### src/rtl/mem_port_arbiter.sv
// Single-port memory arbiter: serialises one pipeline step's data access and
// instruction fetch (data first), freezing the pipeline until both complete.
module mem_port_arbiter #(
   parameter int ADDR_W  = 32,
   parameter int DATA_W  = 32,
   parameter int TIMEOUT = 255
) (
   input  logic              clk,
   input  logic              rst,
   input  logic              if_req,
   input  logic [ADDR_W-1:0] if_addr,
   output logic [DATA_W-1:0] if_rdata,
   input  logic              readMem,
   input  logic              writeMem,
   input  logic [ADDR_W-1:0] dm_addr,
   input  logic [DATA_W-1:0] dm_wdata,
   output logic [DATA_W-1:0] dm_rdata,
   output logic              stop,
   output logic              bus_err,
   output logic              mem_req,
   output logic              mem_we,
   output logic [ADDR_W-1:0] mem_addr,
   output logic [DATA_W-1:0] mem_wdata,
   input  logic [DATA_W-1:0] mem_rdata,
   input  logic              mem_ack
);

   localparam logic [1:0] S_IDLE  = 2'd0;
   localparam logic [1:0] S_DATA  = 2'd1;
   localparam logic [1:0] S_FETCH = 2'd2;
   localparam logic [1:0] S_DONE  = 2'd3;

   localparam int CNT_W = (TIMEOUT > 0) ? $clog2(TIMEOUT + 1) : 1;
   // Abort fires on the cycle whose missing ack would bring the count to TIMEOUT.
   localparam logic [CNT_W-1:0] CNT_LAST = CNT_W'((TIMEOUT > 0) ? TIMEOUT - 1 : 0);

   logic [1:0]        state_reg;
   logic [CNT_W-1:0]  wait_cnt_reg;
   logic              d_done_reg;
   logic              i_done_reg;
   logic              err_reg;
   logic              mem_we_reg;
   logic [ADDR_W-1:0] mem_addr_reg;
   logic [DATA_W-1:0] mem_wdata_reg;
   logic [DATA_W-1:0] if_rdata_reg;
   logic [DATA_W-1:0] dm_rdata_reg;

   logic              start_data;
   logic              start_fetch;
   logic              in_access;
   logic              timed_out;
   logic              access_end;
   logic [DATA_W-1:0] access_data;

   always_comb begin
      start_data  = (readMem | writeMem) & ~d_done_reg;
      start_fetch = if_req & ~i_done_reg;
      in_access   = (state_reg == S_DATA) || (state_reg == S_FETCH);
      timed_out   = (TIMEOUT != 0) && in_access && !mem_ack && (wait_cnt_reg == CNT_LAST);
      access_end  = in_access && (mem_ack || timed_out);
      access_data = timed_out ? '0 : mem_rdata;
   end

   // stop is forced low during reset even though IDLE would otherwise follow the requests.
   assign stop      = rst && ((state_reg == S_IDLE) ? (start_data | start_fetch) : in_access);
   assign mem_req   = in_access;
   assign bus_err   = (state_reg == S_DONE) && err_reg;
   assign mem_we    = mem_we_reg;
   assign mem_addr  = mem_addr_reg;
   assign mem_wdata = mem_wdata_reg;
   assign if_rdata  = if_rdata_reg;
   assign dm_rdata  = dm_rdata_reg;

   always_ff @(posedge clk or negedge rst) begin
      if (!rst) begin
         state_reg     <= S_IDLE;
         wait_cnt_reg  <= '0;
         d_done_reg    <= 1'b0;
         i_done_reg    <= 1'b0;
         err_reg       <= 1'b0;
         mem_we_reg    <= 1'b0;
         mem_addr_reg  <= '0;
         mem_wdata_reg <= '0;
         if_rdata_reg  <= '0;
         dm_rdata_reg  <= '0;
      end else begin
         case (state_reg)
            S_IDLE: begin
               if (start_data) begin
                  state_reg     <= S_DATA;
                  mem_addr_reg  <= dm_addr;
                  mem_wdata_reg <= dm_wdata;
                  mem_we_reg    <= writeMem;
                  wait_cnt_reg  <= '0;
               end else if (start_fetch) begin
                  state_reg    <= S_FETCH;
                  mem_addr_reg <= if_addr;
                  mem_we_reg   <= 1'b0;
                  wait_cnt_reg <= '0;
               end
            end
            S_DATA: begin
               if (access_end) begin
                  d_done_reg <= 1'b1;
                  err_reg    <= err_reg | timed_out;
                  // A store has no read target, so dm_rdata keeps the last load.
                  if (!mem_we_reg) begin
                     dm_rdata_reg <= access_data;
                  end
                  if (start_fetch) begin
                     state_reg    <= S_FETCH;
                     mem_addr_reg <= if_addr;
                     mem_we_reg   <= 1'b0;
                     wait_cnt_reg <= '0;
                  end else begin
                     state_reg <= S_DONE;
                  end
               end else begin
                  wait_cnt_reg <= wait_cnt_reg + 1'b1;
               end
            end
            S_FETCH: begin
               if (access_end) begin
                  i_done_reg   <= 1'b1;
                  err_reg      <= err_reg | timed_out;
                  if_rdata_reg <= access_data;
                  state_reg    <= S_DONE;
               end else begin
                  wait_cnt_reg <= wait_cnt_reg + 1'b1;
               end
            end
            default: begin
               state_reg    <= S_IDLE;
               d_done_reg   <= 1'b0;
               i_done_reg   <= 1'b0;
               err_reg      <= 1'b0;
               wait_cnt_reg <= '0;
            end
         endcase
      end
   end

endmodule

### config.mk
export PLATFORM = sky130hd
export DESIGN_NAME = mem_port_arbiter
export DESIGN_NICKNAME = d
export VERILOG_FILES = /design/src/rtl/mem_port_arbiter.sv
export SDC_FILE = /design/constraint.sdc
export NUM_CORES = 1
export LEC_CHECK = 0
export CAP_MARGIN = 20
export CORE_ASPECT_RATIO = 0.6
export CORE_MARGIN = 2
export CORE_UTILIZATION = 42
export DETAILED_ROUTE_END_ITERATION = 10
export MAX_ROUTING_LAYER = met4
export PLACE_DENSITY = 0.81
export SYNTH_ARGS = -nofsm -noshare
export SYNTH_HDL_FRONTEND = slang
export SYNTH_SLANG_ARGS = --single-unit
### constraint.sdc
create_clock -name clk -period 2.4 [get_ports clk]
set_input_delay 0.36 -clock clk [delete_from_list [all_inputs] [get_ports clk]]
set_output_delay 0.36 -clock clk [all_outputs]
set_load 0.005 [all_outputs]
==> run summary, run 1 <==
Unique masters post-synth: 43
Fin Hold WS: 50.9 ps
Final Critical Period: 2310 ps
grt ovf: 0
Reg-to-Reg Start: state_reg[1]
Syn. warnings: 0
drt first pass iters: 7
worst hold path type: input port to async pin
# DRC: 0
nets@finish: 1,035
IO Count: 266
CTS tree: yes
M3 GR Usage: 0.0751
overall power: 12.8 mW
CTS Buf Count: 17
#FFs+latches synth: 142
worst-path fanout max: 5
skew final: 10.1 ps
Layout area overhead: 58.8%
Setup WS pre-CTS: 64.5 ps
vias in the first global route: 5,563
Detailed Place HPWL: 13,100 um
initial core utilization: 0.426
layer with the highest usage: met2
initial antenna violation count: 0
leakage: 4.25 nW
syn_nets: 766
critical path class: flop to output port
sequential cell area fraction in the yosys report: 0.582
worst reg2reg setup slack: 130 ps
H-tree levels: 4
Worst Path Arrival: 1950 ps
startpoint types: flop
Wirelength per Cell: 16.3 um
WL final: 18,000 um
Total GRT Usage: 0.239
Final Hold Violating Endpoints: 0
met2 Usage GRT: 0.372
Synth Area per Inst: 9.78 um^2
Port-buffer cells: 265
Design Area, Final: 0.00970 mm^2
die area: 0.0156 mm^2
Mapped Area: 0.00611 mm^2
Setup crit end kind: output port
clock sink count: 142
Placed Area: 0.00908 mm^2
Tightest Pin Transition: 814 ps
layout cell share with drive strength beyond 1: 0.112
Post-Syn Instances: 625
worst r2r dst: mem_addr[28]
DR vias: 5,518
crit share post-route: 0.963
final setup fails: 0
ant diodes: 0
PD cells: 1310 mW/mm^2
Worst Path Required: 2040 ps
row cnt: 34
pin count of the biggest net entering global routing: 143
status: finished, final reports clean
cells on worst reg2reg path: 8
Max Transition Viols Final: 0
Final GP Congestion: 0.916
FFs w/ async S/R, synth: 1.00
clock root cell: clkbuf_16
Final TNS setup: 0 ps
first-pass GRT wire length: 28,600 um
Die Span X: 160 um
Post-DRT Antenna Nets: 0
DR vias/cell: 5.00
Post-synth EDFFs: 0
Max-Cap Viols: 0
worst setup margin: 87.7 ps
number of DRC markers in iteration 0: 351
CTS Buffer Depth: 2
Rel. slew slack: 0.457
core area: 0.0143 mm^2
Worst-Skew Late Latency: 400 ps
VDD IR max: 0.567 mV
ys flop type: dfrtp_1
Global Route met1 Usage: 0.304
f_max: 0.432 GHz
chip height: 97.4 um
CTS clk-pin slew, worst paths: 60 ps
[what timing repair did]
action	4_1_cts	5_1_grt
setup endpoints to repair	1	4
gates resized for setup	0	1
pin swaps	0	3
gates cloned	0	0
setup buffers	1	3
hold buffers	0	0
endpoints found under the hold margin	0	0
[cell usage in the layout, fill, tap and decap left out, types with 2 or more instances in the layout]
| cell type | Yosys | layout |
|---|---|---|
| a21oi_1 | 16 | 16 |
| a221o_1 | 2 | 2 |
| a31oi_1 | 26 | 26 |
| a41oi_1 | 3 | 3 |
| and3_1 | 3 | 2 |
| buf_12 | 0 | 7 |
| buf_4 | 0 | 18 |
| bufinv_16 | 0 | 3 |
| clkbuf_16 | 0 | 17 |
| clkdlybuf4s50_1 | 0 | 264 |
| clkinv_2 | 0 | 2 |
| clkinv_4 | 0 | 3 |
| clkinvlp_4 | 0 | 3 |
| dfrtp_1 | 142 | 142 |
| ha_1 | 7 | 7 |
| inv_1 | 40 | 39 |
| inv_2 | 1 | 2 |
| inv_6 | 0 | 2 |
| mux2_2 | 33 | 33 |
| nand2_1 | 122 | 121 |
| nand2b_1 | 2 | 2 |
| nand3_1 | 38 | 38 |
| nor2_1 | 46 | 45 |
| nor3_1 | 2 | 2 |
| o21ai_0 | 50 | 50 |
| o21ai_1 | 20 | 20 |
| o22ai_1 | 9 | 9 |
| o31ai_1 | 2 | 2 |
| or2_2 | 2 | 2 |
[worst max path at each step]
stage / from / end / slack [ps] / cells after the start
after floorplan: state_reg[0] / dm_rdata[21] / 210 / 7
after global placement: writeMem / stop / 230 / 6
after detailed placement: state_reg[1] / dm_rdata[17] / 60 / 8
after CTS: state_reg[1] / stop / 70 / 5
after global routing: state_reg[1] / dm_rdata[17] / -5 / 8
final: state_reg[0] / stop / 90 / 5
[per-layer routing]
| metal | routed length, um | up-vias | part of all wire |
|---|---|---|---|
| met5 | 0 | - | 0 |
| met4 | 318 | 0 | 0.018 |
| met3 | 1380 | 24 | 0.076 |
| met2 | 8320 | 192 | 0.46 |
| met1 | 8000 | 2645 | 0.44 |
| li1 | - | 2657 | - |
[report_power, final]
part	leakage (nW)	switching [mW]	internal, mW
logic	2.26	2.58	3.36
clock network	0.282	1.03	1.63
registers	1.71	0.609	3.54
total	4.25	4.22	8.53
[layout make-up]
cell class              instances  area (um^2)
fillers                      1120         4630
flip-flops and latches        142         3550
clock inverters                13          166
inverters                      41          154
well taps                     198          248
clock buffers                  17          425
repair buffers                290         2930
multi-input cells             402         2230
[worst max-delay path, stage by stage, from the launching register on]
cell and delay, ps:
dfrtp_1 340, inv_1 60, ha_1 330, buf_4 170, o211a_1 200, clkdlybuf4s50_1 450
[stage by stage]
stage | utilization | std cells
2_1_floorplan | - | 625
3_3_place_gp | 0.634 | 1069
3_5_place_dp | 0.634 | 1069
4_1_cts | 0.675 | 1100
5_1_grt | 0.677 | 1103
6_report | 0.677 | 1103
[cells in the mapped netlist, types with 2 or more instances]
cell | number | area [um^2]
a21oi_1 | 16 | 80.1
a221o_1 | 2 | 20.0
a31oi_1 | 26 | 163
a41oi_1 | 3 | 26.3
and3_1 | 3 | 18.8
buf_1 | 6 | 22.5
buf_2 | 7 | 35.0
buf_6 | 3 | 33.8
clkbuf_1 | 24 | 90.1
dfrtp_1 | 142 | 3550
ha_1 | 7 | 87.6
inv_1 | 40 | 150
mux2_2 | 33 | 372
nand2_1 | 122 | 458
nand2b_1 | 2 | 12.5
nand3_1 | 38 | 190
nor2_1 | 46 | 173
nor3_1 | 2 | 10.0
o21ai_0 | 50 | 250
o21ai_1 | 20 | 100
o22ai_1 | 9 | 56.3
o31ai_1 | 2 | 15.0
or2_2 | 2 | 12.5
[cells by family (layout without fill, tap and decap cells)]
| group | after synthesis | count (layout) | share of synthesized area |
|---|---|---|---|
| flip-flops | 142 | 142 | 0.582 |
| adder cells (fa/ha/maj) | 7 | 7 | 0.0143 |
| AND/OR/NAND/NOR | 221 | 221 | 0.153 |
| multiplexers | 33 | 33 | 0.0608 |
| AO/OA/AOI/OAI | 141 | 141 | 0.136 |
| buffers and inverters | 81 | 361 | 0.0549 |
No activity file was read; power rests on OpenSTA's default activity.
==> run 2: changes to the inputs <==
- CELL_PAD_IN_SITES_DETAIL_PLACEMENT: not set -> 0
- CELL_PAD_IN_SITES_GLOBAL_PLACEMENT: not set -> 1
- CORE_UTILIZATION: 42 -> 31
- GPL_TIMING_DRIVEN: not set -> 1
==> run 2 against run 1 <==
Against the previous run:
- the flow now finishes with violations (negative hold slack)
- combinational power grew 0.7%
- hold slack lost 53 ps
- maximum frequency up 2.0%
- cell area up 1.1%
- non-clock buffer count did not move
- critical path depth is 4 higher
- final cell count rose by 6.4%
- sequential share of layout area decreased by 0.41 points
- register-to-register slack is essentially flat
- flip-flop and latch count unchanged
- largest cell class unchanged
- largest power group unchanged
==> run summary, run 2 (same netlist as run 1, synthesis figures left out) <==
clock sink count: 142 (unchanged)
critical path class: flop to flop
Max-Cap Viols: 0 (unchanged)
Wirelength per Cell: 16.8 um (+2.8%)
VDD IR max: 0.632 mV (+11%)
startpoint types: flop
CTS clk-pin slew, worst paths: 60 ps (about the same)
Final GP Congestion: 0.871 (-4.9%)
vias in the first global route: 5,232 (-6.0%)
Switching Share: 0.331 (about the same)
DR vias: 5,503 (-0.27%)
PD cells: 1280 mW/mm^2 (-2.4%)
Port-buffer cells: 265 (unchanged)
Post-DRT Antenna Nets: 0 (unchanged)
number of hold buffers added after cts: 0 (unchanged)
nets@finish: 1,035 (unchanged)
chip height: 113 um (+16%)
Placed Area: 0.00914 mm^2 (+0.61%)
core area: 0.0192 mm^2 (+34%)
WL final: 19,700 um (+9.4%)
first-pass GRT wire length: 29,200 um (+1.9%)
Rel. slew slack: 0.566 (+0.108)
skew final: 5.85 ps (-4.23 ps)
drt first pass iters: 5 (-2)
CTS Buffer Depth: 2 (unchanged)
most common cell after layout, fill and taps aside: clkdlybuf4s50_1
worst hold path type: input port to async pin
Detailed Place HPWL: 13,500 um (+3.8%)
Tightest Pin Transition: 651 ps (-163 ps)
initial antenna violation count: 3 (+3)
Comb pwr share: 0.476 (+0.010)
fillcell total: 1,761 (+57%)
f_max: 0.441 GHz (+2.0%)
IO Count: 266 (unchanged)
Setup crit end kind: flop
CTS Buf Count: 17 (unchanged)
internal power: 8.42 mW (-1.3%)
H-tree levels: 4 (unchanged)
Fin Hold WS: -2.60 ps (-53.5 ps)
final setup fails: 0 (unchanged)
leakage: 4.27 nW (+0.53%)
DR vias/cell: 4.69 (-6.3%)
Total GRT Usage: 0.191 (-0.0479)
# DRC: 0 (unchanged)
number of DRC markers in iteration 0: 354 (+0.85%)
sequential power share: 0.328 (+0.003)
Sw Pwr: 4.16 mW (-1.3%)
grt ovf: 0 (unchanged)
Worst Path Required: 2740 ps (+700 ps)
Final Hold Violating Endpoints: 1 (+1)
initial core utilization: 0.319 (-0.108)
Layout area overhead: 60.6%
CTS tree: yes
crit share post-route: 0.945 (-0.0188)
Design Area, Final: 0.00981 mm^2 (+1.1%)
layout cell share with drive strength beyond 1: 0.108 (-0.00331)
worst-path fanout max: 16 (+11)
Worst Path Arrival: 2610 ps (+660 ps)
die area: 0.0209 mm^2 (+34%)
pin count of the biggest net entering global routing: 94 (-34%)
Worst-Skew Late Latency: 420 ps (+20 ps)
row cnt: 39 (+15%)
status: finished with violations
Die Span X: 185 um (+16%)
failing checks: negative hold slack
Clk pwr share: 0.196 (-0.013)
cells on worst reg2reg path: 9 (+1)
final core utilization: 0.512 (-0.165)
clock root cell: clkbuf_16
Max Transition Viols Final: 0 (unchanged)
Final Critical Period: 2270 ps (-45.0 ps)
Final TNS setup: 0 ps (unchanged)
most frequent cells in the layout: clkdlybuf4s50_1 (263), dfrtp_1 (142), nand2_1 (121), o21ai_0 (49), nor2_1 (45)
[run 2: cell count changes in the layout (fill, tap and decap cells not counted), moves of 3 or more]
cell,previous run,this run
buf_4,18,13
clkbuf_1,0,4
clkbuf_16,17,20
clkbuf_8,0,3
diode_2,0,3
[run 2: metrics by stage]
| stage | setup WS, ps | hold WS (ps) | power [mW] | instances |
|---|---|---|---|---|
| after floorplan | 205 | 64.4 | 6.65 | 625 |
| after global placement | 224 | 461 | 10.0 | 1133 |
| after detailed placement | 112 | 470 | 10.1 | 1133 |
| after CTS | 10.6 | 44.6 | 12.7 | 1164 |
| after global routing | -5.46 | 10.2 | 13.5 | 1174 |
| final | 133 | -2.60 | 12.6 | 1174 |
[run 2: layer usage]
layer	routed length (um)	track usage	share of wire	vias to the layer above
met4	257	0.0587	0.013	0
met3	1830	0.0795	0.093	20
met2	8460	0.262	0.43	216
li1	-	-	-	2665
met5	0	-	0	-
met1	9170	0.257	0.47	2602
[run 2: power by group through the flow]
stage,Combinational [mW],Sequential [mW],Clock [mW]
final,5.99,4.13,2.46
after global routing,6.60,4.28,2.66
after CTS,5.98,4.14,2.55
after detailed placement,5.93,4.16,0
after global placement,5.90,4.13,0
after floorplan,2.44,4.22,0
[run 2: worst max-delay path, cell delays in order (launching register included)]
cell	delay, ps
dfrtp_1	360
inv_2	50
ha_2	330
nand4_1	210
o31a_1	460
nor3b_4	250
buf_6	160
clkbuf_16	190
nand3_1	80
o21ai_1	90
[run 2: cell type report]
class	instances	area (um^2)	area share
diodes	3	7.51	0.000765
well taps	266	333	0.0339
inverters	41	154	0.0157
clock buffers	24	482	0.0491
repair buffers	290	2990	0.305
flip-flops and latches	142	3550	0.362
clock inverters	6	61.3	0.00625
multi-input cells	402	2230	0.227
[run 2: worst paths after layout]
kind,startpoint,end,slack [ps]
max,state_reg[1],dm_rdata[4],130
min,rst,mem_wdata[8],-3
max reg2reg,state_reg[1],dm_rdata[4],130
min reg2reg,if_rdata[23],if_rdata[23],480
max in group asynchronous,rst,if_rdata[0],1840
min in group clk,if_rdata[23],if_rdata[23],480
[run 2: what timing repair did]
| action | 4_1_cts | 5_1_grt |
|---|---|---|
| pin swaps | 0 | 2 |
| setup buffers | 1 | 3 |
| gates cloned | 0 | 4 |
| setup endpoints to repair | 1 | 22 |
| gates resized for setup | 1 | 5 |
